`src/rtl/fu_branch_resolve.sv`:
```
// Branch resolution unit: operand register (S1) feeding a result register (S2)
// that drives the BTB update port and the fetch redirect.
module fu_branch_resolve #(
  parameter int WORD_W = 32
) (
  input  logic              CLK,
  input  logic              nRST,
  input  logic              in_valid,
  output logic              in_ready,
  input  logic [WORD_W-1:0] in_pc,
  input  logic [2:0]        in_funct3,
  input  logic              in_jal,
  input  logic              in_jalr,
  input  logic [WORD_W-1:0] in_rs1,
  input  logic [WORD_W-1:0] in_rs2,
  input  logic [WORD_W-1:0] in_imm,
  input  logic              in_pred_taken,
  input  logic [WORD_W-1:0] in_pred_target,
  input  logic              flush,
  output logic              out_valid,
  input  logic              out_ready,
  output logic              update_btb,
  output logic              branch_outcome,
  output logic [WORD_W-1:0] branch_target,
  output logic [WORD_W-1:0] pc,
  output logic              mispredict,
  output logic [WORD_W-1:0] redirect_pc,
  output logic [WORD_W-1:0] link_data
);

  logic              s1_valid_q;
  logic [WORD_W-1:0] s1_pc_q, s1_rs1_q, s1_rs2_q, s1_imm_q, s1_pred_target_q;
  logic [2:0]        s1_funct3_q;
  logic              s1_jal_q, s1_jalr_q, s1_pred_taken_q;

  logic              s2_valid_q;
  logic              s2_taken_q, s2_misp_q;
  logic [WORD_W-1:0] s2_target_q, s2_pc_q, s2_redirect_q, s2_link_q;

  logic              s2_load, accept;
  logic              taken_d, misp_d;
  logic [WORD_W-1:0] target_d, link_d, redirect_d, jalr_sum;

  assign s2_load  = !s2_valid_q || out_ready;
  assign in_ready = !s1_valid_q || s2_load;
  assign accept   = in_valid && in_ready;

  always_comb begin
    jalr_sum = s1_rs1_q + s1_imm_q;
    target_d = s1_jalr_q ? {jalr_sum[WORD_W-1:1], 1'b0} : (s1_pc_q + s1_imm_q);
    link_d   = s1_pc_q + WORD_W'(4);
    taken_d  = 1'b0;
    if (s1_jal_q || s1_jalr_q) begin
      taken_d = 1'b1;
    end else begin
      case (s1_funct3_q)
        3'b000:  taken_d = (s1_rs1_q == s1_rs2_q);
        3'b001:  taken_d = (s1_rs1_q != s1_rs2_q);
        3'b100:  taken_d = ($signed(s1_rs1_q) <  $signed(s1_rs2_q));
        3'b101:  taken_d = ($signed(s1_rs1_q) >= $signed(s1_rs2_q));
        3'b110:  taken_d = (s1_rs1_q <  s1_rs2_q);
        3'b111:  taken_d = (s1_rs1_q >= s1_rs2_q);
        default: taken_d = 1'b0;
      endcase
    end
    misp_d     = (taken_d != s1_pred_taken_q) || (taken_d && (target_d != s1_pred_target_q));
    redirect_d = taken_d ? target_d : link_d;
  end

  always_ff @(posedge CLK or negedge nRST) begin
    if (!nRST) begin
      s1_valid_q       <= 1'b0;
      s1_pc_q          <= '0;
      s1_rs1_q         <= '0;
      s1_rs2_q         <= '0;
      s1_imm_q         <= '0;
      s1_pred_target_q <= '0;
      s1_funct3_q      <= '0;
      s1_jal_q         <= 1'b0;
      s1_jalr_q        <= 1'b0;
      s1_pred_taken_q  <= 1'b0;
      s2_valid_q       <= 1'b0;
      s2_taken_q       <= 1'b0;
      s2_misp_q        <= 1'b0;
      s2_target_q      <= '0;
      s2_pc_q          <= '0;
      s2_redirect_q    <= '0;
      s2_link_q        <= '0;
    end else if (flush) begin
      // Data registers keep their contents; only the valid bits matter once killed.
      s1_valid_q <= 1'b0;
      s2_valid_q <= 1'b0;
    end else begin
      if (s2_load) begin
        s2_valid_q <= s1_valid_q;
        if (s1_valid_q) begin
          s2_taken_q    <= taken_d;
          s2_misp_q     <= misp_d;
          s2_target_q   <= target_d;
          s2_pc_q       <= s1_pc_q;
          s2_redirect_q <= redirect_d;
          s2_link_q     <= link_d;
        end
      end
      if (accept) begin
        s1_valid_q       <= 1'b1;
        s1_pc_q          <= in_pc;
        s1_rs1_q         <= in_rs1;
        s1_rs2_q         <= in_rs2;
        s1_imm_q         <= in_imm;
        s1_pred_target_q <= in_pred_target;
        s1_funct3_q      <= in_funct3;
        s1_jal_q         <= in_jal;
        s1_jalr_q        <= in_jalr;
        s1_pred_taken_q  <= in_pred_taken;
      end else if (s2_load) begin
        s1_valid_q <= 1'b0;
      end
    end
  end

  assign out_valid      = s2_valid_q;
  assign update_btb     = s2_valid_q && out_ready && !flush;
  assign branch_outcome = s2_taken_q;
  assign branch_target  = s2_target_q;
  assign pc             = s2_pc_q;
  assign mispredict     = s2_misp_q;
  assign redirect_pc    = s2_redirect_q;
  assign link_data      = s2_link_q;

endmodule

```
`config.mk`:
```
export PLATFORM = sky130hd
export DESIGN_NAME = fu_branch_resolve
export DESIGN_NICKNAME = d
export VERILOG_FILES = /design/src/rtl/fu_branch_resolve.sv
export SDC_FILE = /design/constraint.sdc
export NUM_CORES = 1
export LEC_CHECK = 0
export BUFFER_PORTS_ARGS = -buffer_cell sky130_fd_sc_hd__clkbuf_2
export CAP_MARGIN = 25
export CORE_AREA = 3 3 197 199
export CTS_BUF_LIST = sky130_fd_sc_hd__clkbuf_8
export CTS_CLUSTER_SIZE = 30
export DETAILED_ROUTE_END_ITERATION = 8
export DIE_AREA = 0 0 200 202
export HOLD_SLACK_MARGIN = 0.06
export PLACE_DENSITY = 0.66
export RECOVER_POWER = 50
export SETUP_SLACK_MARGIN = 0.15
export SYNTH_ARGS = -nofsm -noshare
export SYNTH_HDL_FRONTEND = slang
export SYNTH_SLANG_ARGS = --single-unit
export TNS_END_PERCENT = 100
```
`constraint.sdc`:
```
create_clock -name CLK -period 10.05 [get_ports CLK]
set_clock_uncertainty 0.05 [all_clocks]
set_input_delay 1.5075 -clock CLK [delete_from_list [all_inputs] [get_ports CLK]]
set_output_delay 1.5075 -clock CLK [all_outputs]
set_load 0.01 [all_outputs]
```
==> reports/results.ini <==
[layout]
antenna-diode-count=0
util_after_layout_pct=54.0
area_delta_synth_final_pct=16.4
finish.net_count=2307
drive_gt1_share_pct=23.8

[detailed_routing]
antenna_left=0
vias=14100
drcViolationCount=0
routedWlPerCell_um=19.5
post_drt_via_cell_ratio=5.46
iteration_0_drc_count_of_the_detailed_router=918
drt_wl_total_um=50500
drt_pre_antenna_iters=5

[min_path]
holdCritPathClass=reg2reg

[outcome]
outcome=finished, violations left
violations_in_the_final_reports=max-capacitance violations, max-slew violations

[clocking]
ctsHtreeMaxLevel=2
tritoncts.num_buffers=52
hold_buffers=0
clk_path_buf_depth=3
path_clk_slew_ps=60
clock_sink_count=296
postCtsSetupBuffers=0
worst_skew_pair.late_latency_ps=630
cts_resized=0
clock_root_buffer=clkbuf_8
tritoncts_clock_tree=built

[flow_run]
maxCapViolations=3

[global_route]
antenna_found_initial=1
grt_max_degree=167
busiest_layer=met1
globalRoute.totalOverflow=0
grt_pass1_wl_um=76900
grt_use_met1_pct=36.4
grt_usage_pct=24.4
groute.layer.met3.usage_pct=4.73
via_count_of_the_first_global_routing_pass=13700
grt.met2_usage_pct=36.2

[die]
io_pins=304
core_region_area_um2=37400
floorplan.die_area_um2=40400
rows=71
die_h_um=202
start_util_pct=46.4
fp.dieW_um=200

[sta]
setup_viol_count_final=0
unrepaired_setup_endpoints_after_global_routing=false
finalCriticalPeriod_ps=5400
finalSetupTns_ps=0
slew_headroom_pct=-156
final.period_utilization_pct=53.7
hold_violations=0
tightest_slew_ps=3840
max_freq_mhz=185
slew_violations=188

[synth]
synthesis.nets=2031
number_of_instances_in_the_synthesized_netlist=1764
synth_top_cells_by_area=dfrtp_1 43%, mux2_2 12%, nand2_1 6.8%
synthArstFlopShare_pct=100
synth_flop_cell=dfrtp_1
synthDistinctLibCells=80
post_synth_instance_area_um2=17400
synth.yosys.warnings=0
synth_largest_type_area_fraction_pct=42.7
yosys_register_bits=296
synth_edf_count=0
post-synth-top-area-cell=dfrtp_1
synth-seq-area-share_pct=42.7
synthesis.area_per_instance_um2=9.84

[critical_path]
timing.critical_path.cells=clkbuf_1, clkbuf_1
critPathKind=in2async
worstPathBufferInverterCount=2
critical_path_launch_point_type=primary input
path_delay_family=buffers and inverters
critical_path.max_fanout=72
worst-endpoint-arrival_ps=5710
cpMaxStageDelayCell=clkbuf_1
critical_path_s_largest_stage_delay_ps=2640
end_kind=async pin
worstPathRequired_ps=10370
cpMostUsedCell=clkbuf_1

[placed_design]
dp_hpwl_um=38000
number_of_buffer_cells_added_on_primary_ports=303
gp_congestion=0.898

[power_and_ir_drop]
ir_worst_vdd_mv=0.160
power.static_leakage_nw=9.56
p_per_area_nw_per_um2=239
post_route_total_power_w=0.00483

[sequential cells by signal, summed over array words and instances, names as in the netlist]
name              count
branch_target        32
s1_pred_target_q     32
s1_jalr_q             1
s1_valid_q            1
out_valid             1
s1_pc_q              32
branch_outcome        1
s1_rs2_q             32
s1_funct3_q           3
s1_pred_taken_q       1
link_data            30
pc                   32
mispredict            1
s1_imm_q             32
s1_jal_q              1
s1_rs1_q             32
redirect_pc          32
[placed cells by master, fill, tap and decap left out, types with 6 or more instances in the layout]
| master | synthesis | final |
|---|---|---|
| clkbuf_1 | 65 | 108 |
| mux2_4 | 11 | 11 |
| a21o_1 | 29 | 29 |
| a31oi_1 | 11 | 11 |
| nand2_1 | 315 | 315 |
| nor2b_1 | 9 | 9 |
| xnor2_1 | 64 | 64 |
| nor4_1 | 6 | 6 |
| o21a_1 | 10 | 10 |
| clkinv_2 | 0 | 6 |
| and3_1 | 17 | 17 |
| nor2_1 | 70 | 70 |
| nor3_1 | 14 | 14 |
| and2_1 | 6 | 6 |
| nor3b_1 | 8 | 7 |
| o31ai_1 | 7 | 7 |
| inv_1 | 48 | 65 |
| nand2b_1 | 7 | 7 |
| nand3_1 | 32 | 32 |
| mux2_2 | 181 | 181 |
| o211ai_1 | 11 | 11 |
| or3_1 | 6 | 6 |
| nand4_1 | 31 | 31 |
| o21ai_0 | 110 | 110 |
| o21ai_1 | 16 | 16 |
| dfrtp_1 | 296 | 296 |
| a211o_1 | 6 | 6 |
| mux2i_1 | 19 | 19 |
| clkbuf_2 | 0 | 198 |
| ha_1 | 94 | 94 |
| a211oi_1 | 10 | 10 |
| xor2_1 | 49 | 49 |
| clkbuf_8 | 0 | 66 |
| a21oi_1 | 91 | 91 |
[per-layer routing]
layer | part of all wire [%] | up-vias
met1 | 48 | 6810
met2 | 43 | 459
met5 | 0 | -
li1 | - | 6797
met3 | 6.9 | 65
met4 | 2.2 | 0
[cell families after synthesis]
logic type / Yosys count / synth area share (%)
AND/OR/NAND/NOR: 543 / 14.2
AO/OA/AOI/OAI: 361 / 12.9
flip-flops: 296 / 42.7
multiplexers: 212 / 13.9
buffers and inverters: 141 / 3.32
XOR/XNOR: 115 / 5.96
adder cells (fa/ha/maj): 96 / 7.01
[worst paths after layout]
| check | cells past startpoint | end | startpoint | slack [ps] |
|---|---|---|---|---|
| setup / recovery | 2 | pc[25]$_DFFE_PN0P_ | nRST | 4650 |
| hold / removal | 2 | pc[24]$_DFFE_PN0P_ | pc[24]$_DFFE_PN0P_ | 420 |
| setup reg to reg | 14 | mispredict$_DFFE_PN0P_ | s1_jalr_q$_DFFE_PN0P_ | 5260 |
| hold reg to reg | 2 | pc[24]$_DFFE_PN0P_ | pc[24]$_DFFE_PN0P_ | 420 |
| max in group CLK | 14 | mispredict$_DFFE_PN0P_ | s1_jalr_q$_DFFE_PN0P_ | 5260 |
| min in group asynchronous | 1 | out_valid$_DFFE_PN0P_ | nRST | 2150 |
[layout make-up]
cell class	count	area, um2
clock buffers	66	908
inverters	49	184
fillers	3539	17200
multi-input cells	1327	9380
well taps	511	639
repair buffers	314	1530
flip-flops and latches	296	7410
clock inverters	27	154
[through the flow]
step	std cells	hold slack, ps	area, um2	setup slack, ps
5_1_grt	2590	444	20200	3740
3_3_place_gp	2494	408	19200	5630
2_1_floorplan	1764	429	17400	6310
6_report	2590	425	20200	4650
3_5_place_dp	2495	414	19200	5610
4_1_cts	2588	429	20300	5630
[power by group]
part	switching, W	internal [W]	total [W]
clock	0.000506	0.000617	0.00112
combinational	0.00116	0.000814	0.00198
sequential	0.000264	0.00147	0.00173
[cell usage after synthesis, drive strengths merged (27+ instances only)]
master / n
a21o: 29
a21oi: 94
buf: 27
clkbuf: 65
dfrtp: 296
ha: 94
inv: 48
mux2: 192
nand2: 316
nand3: 32
nand4: 31
nor2: 70
o21ai: 126
xnor2: 64
xor2: 49
(Power assumes the default switching activity.)
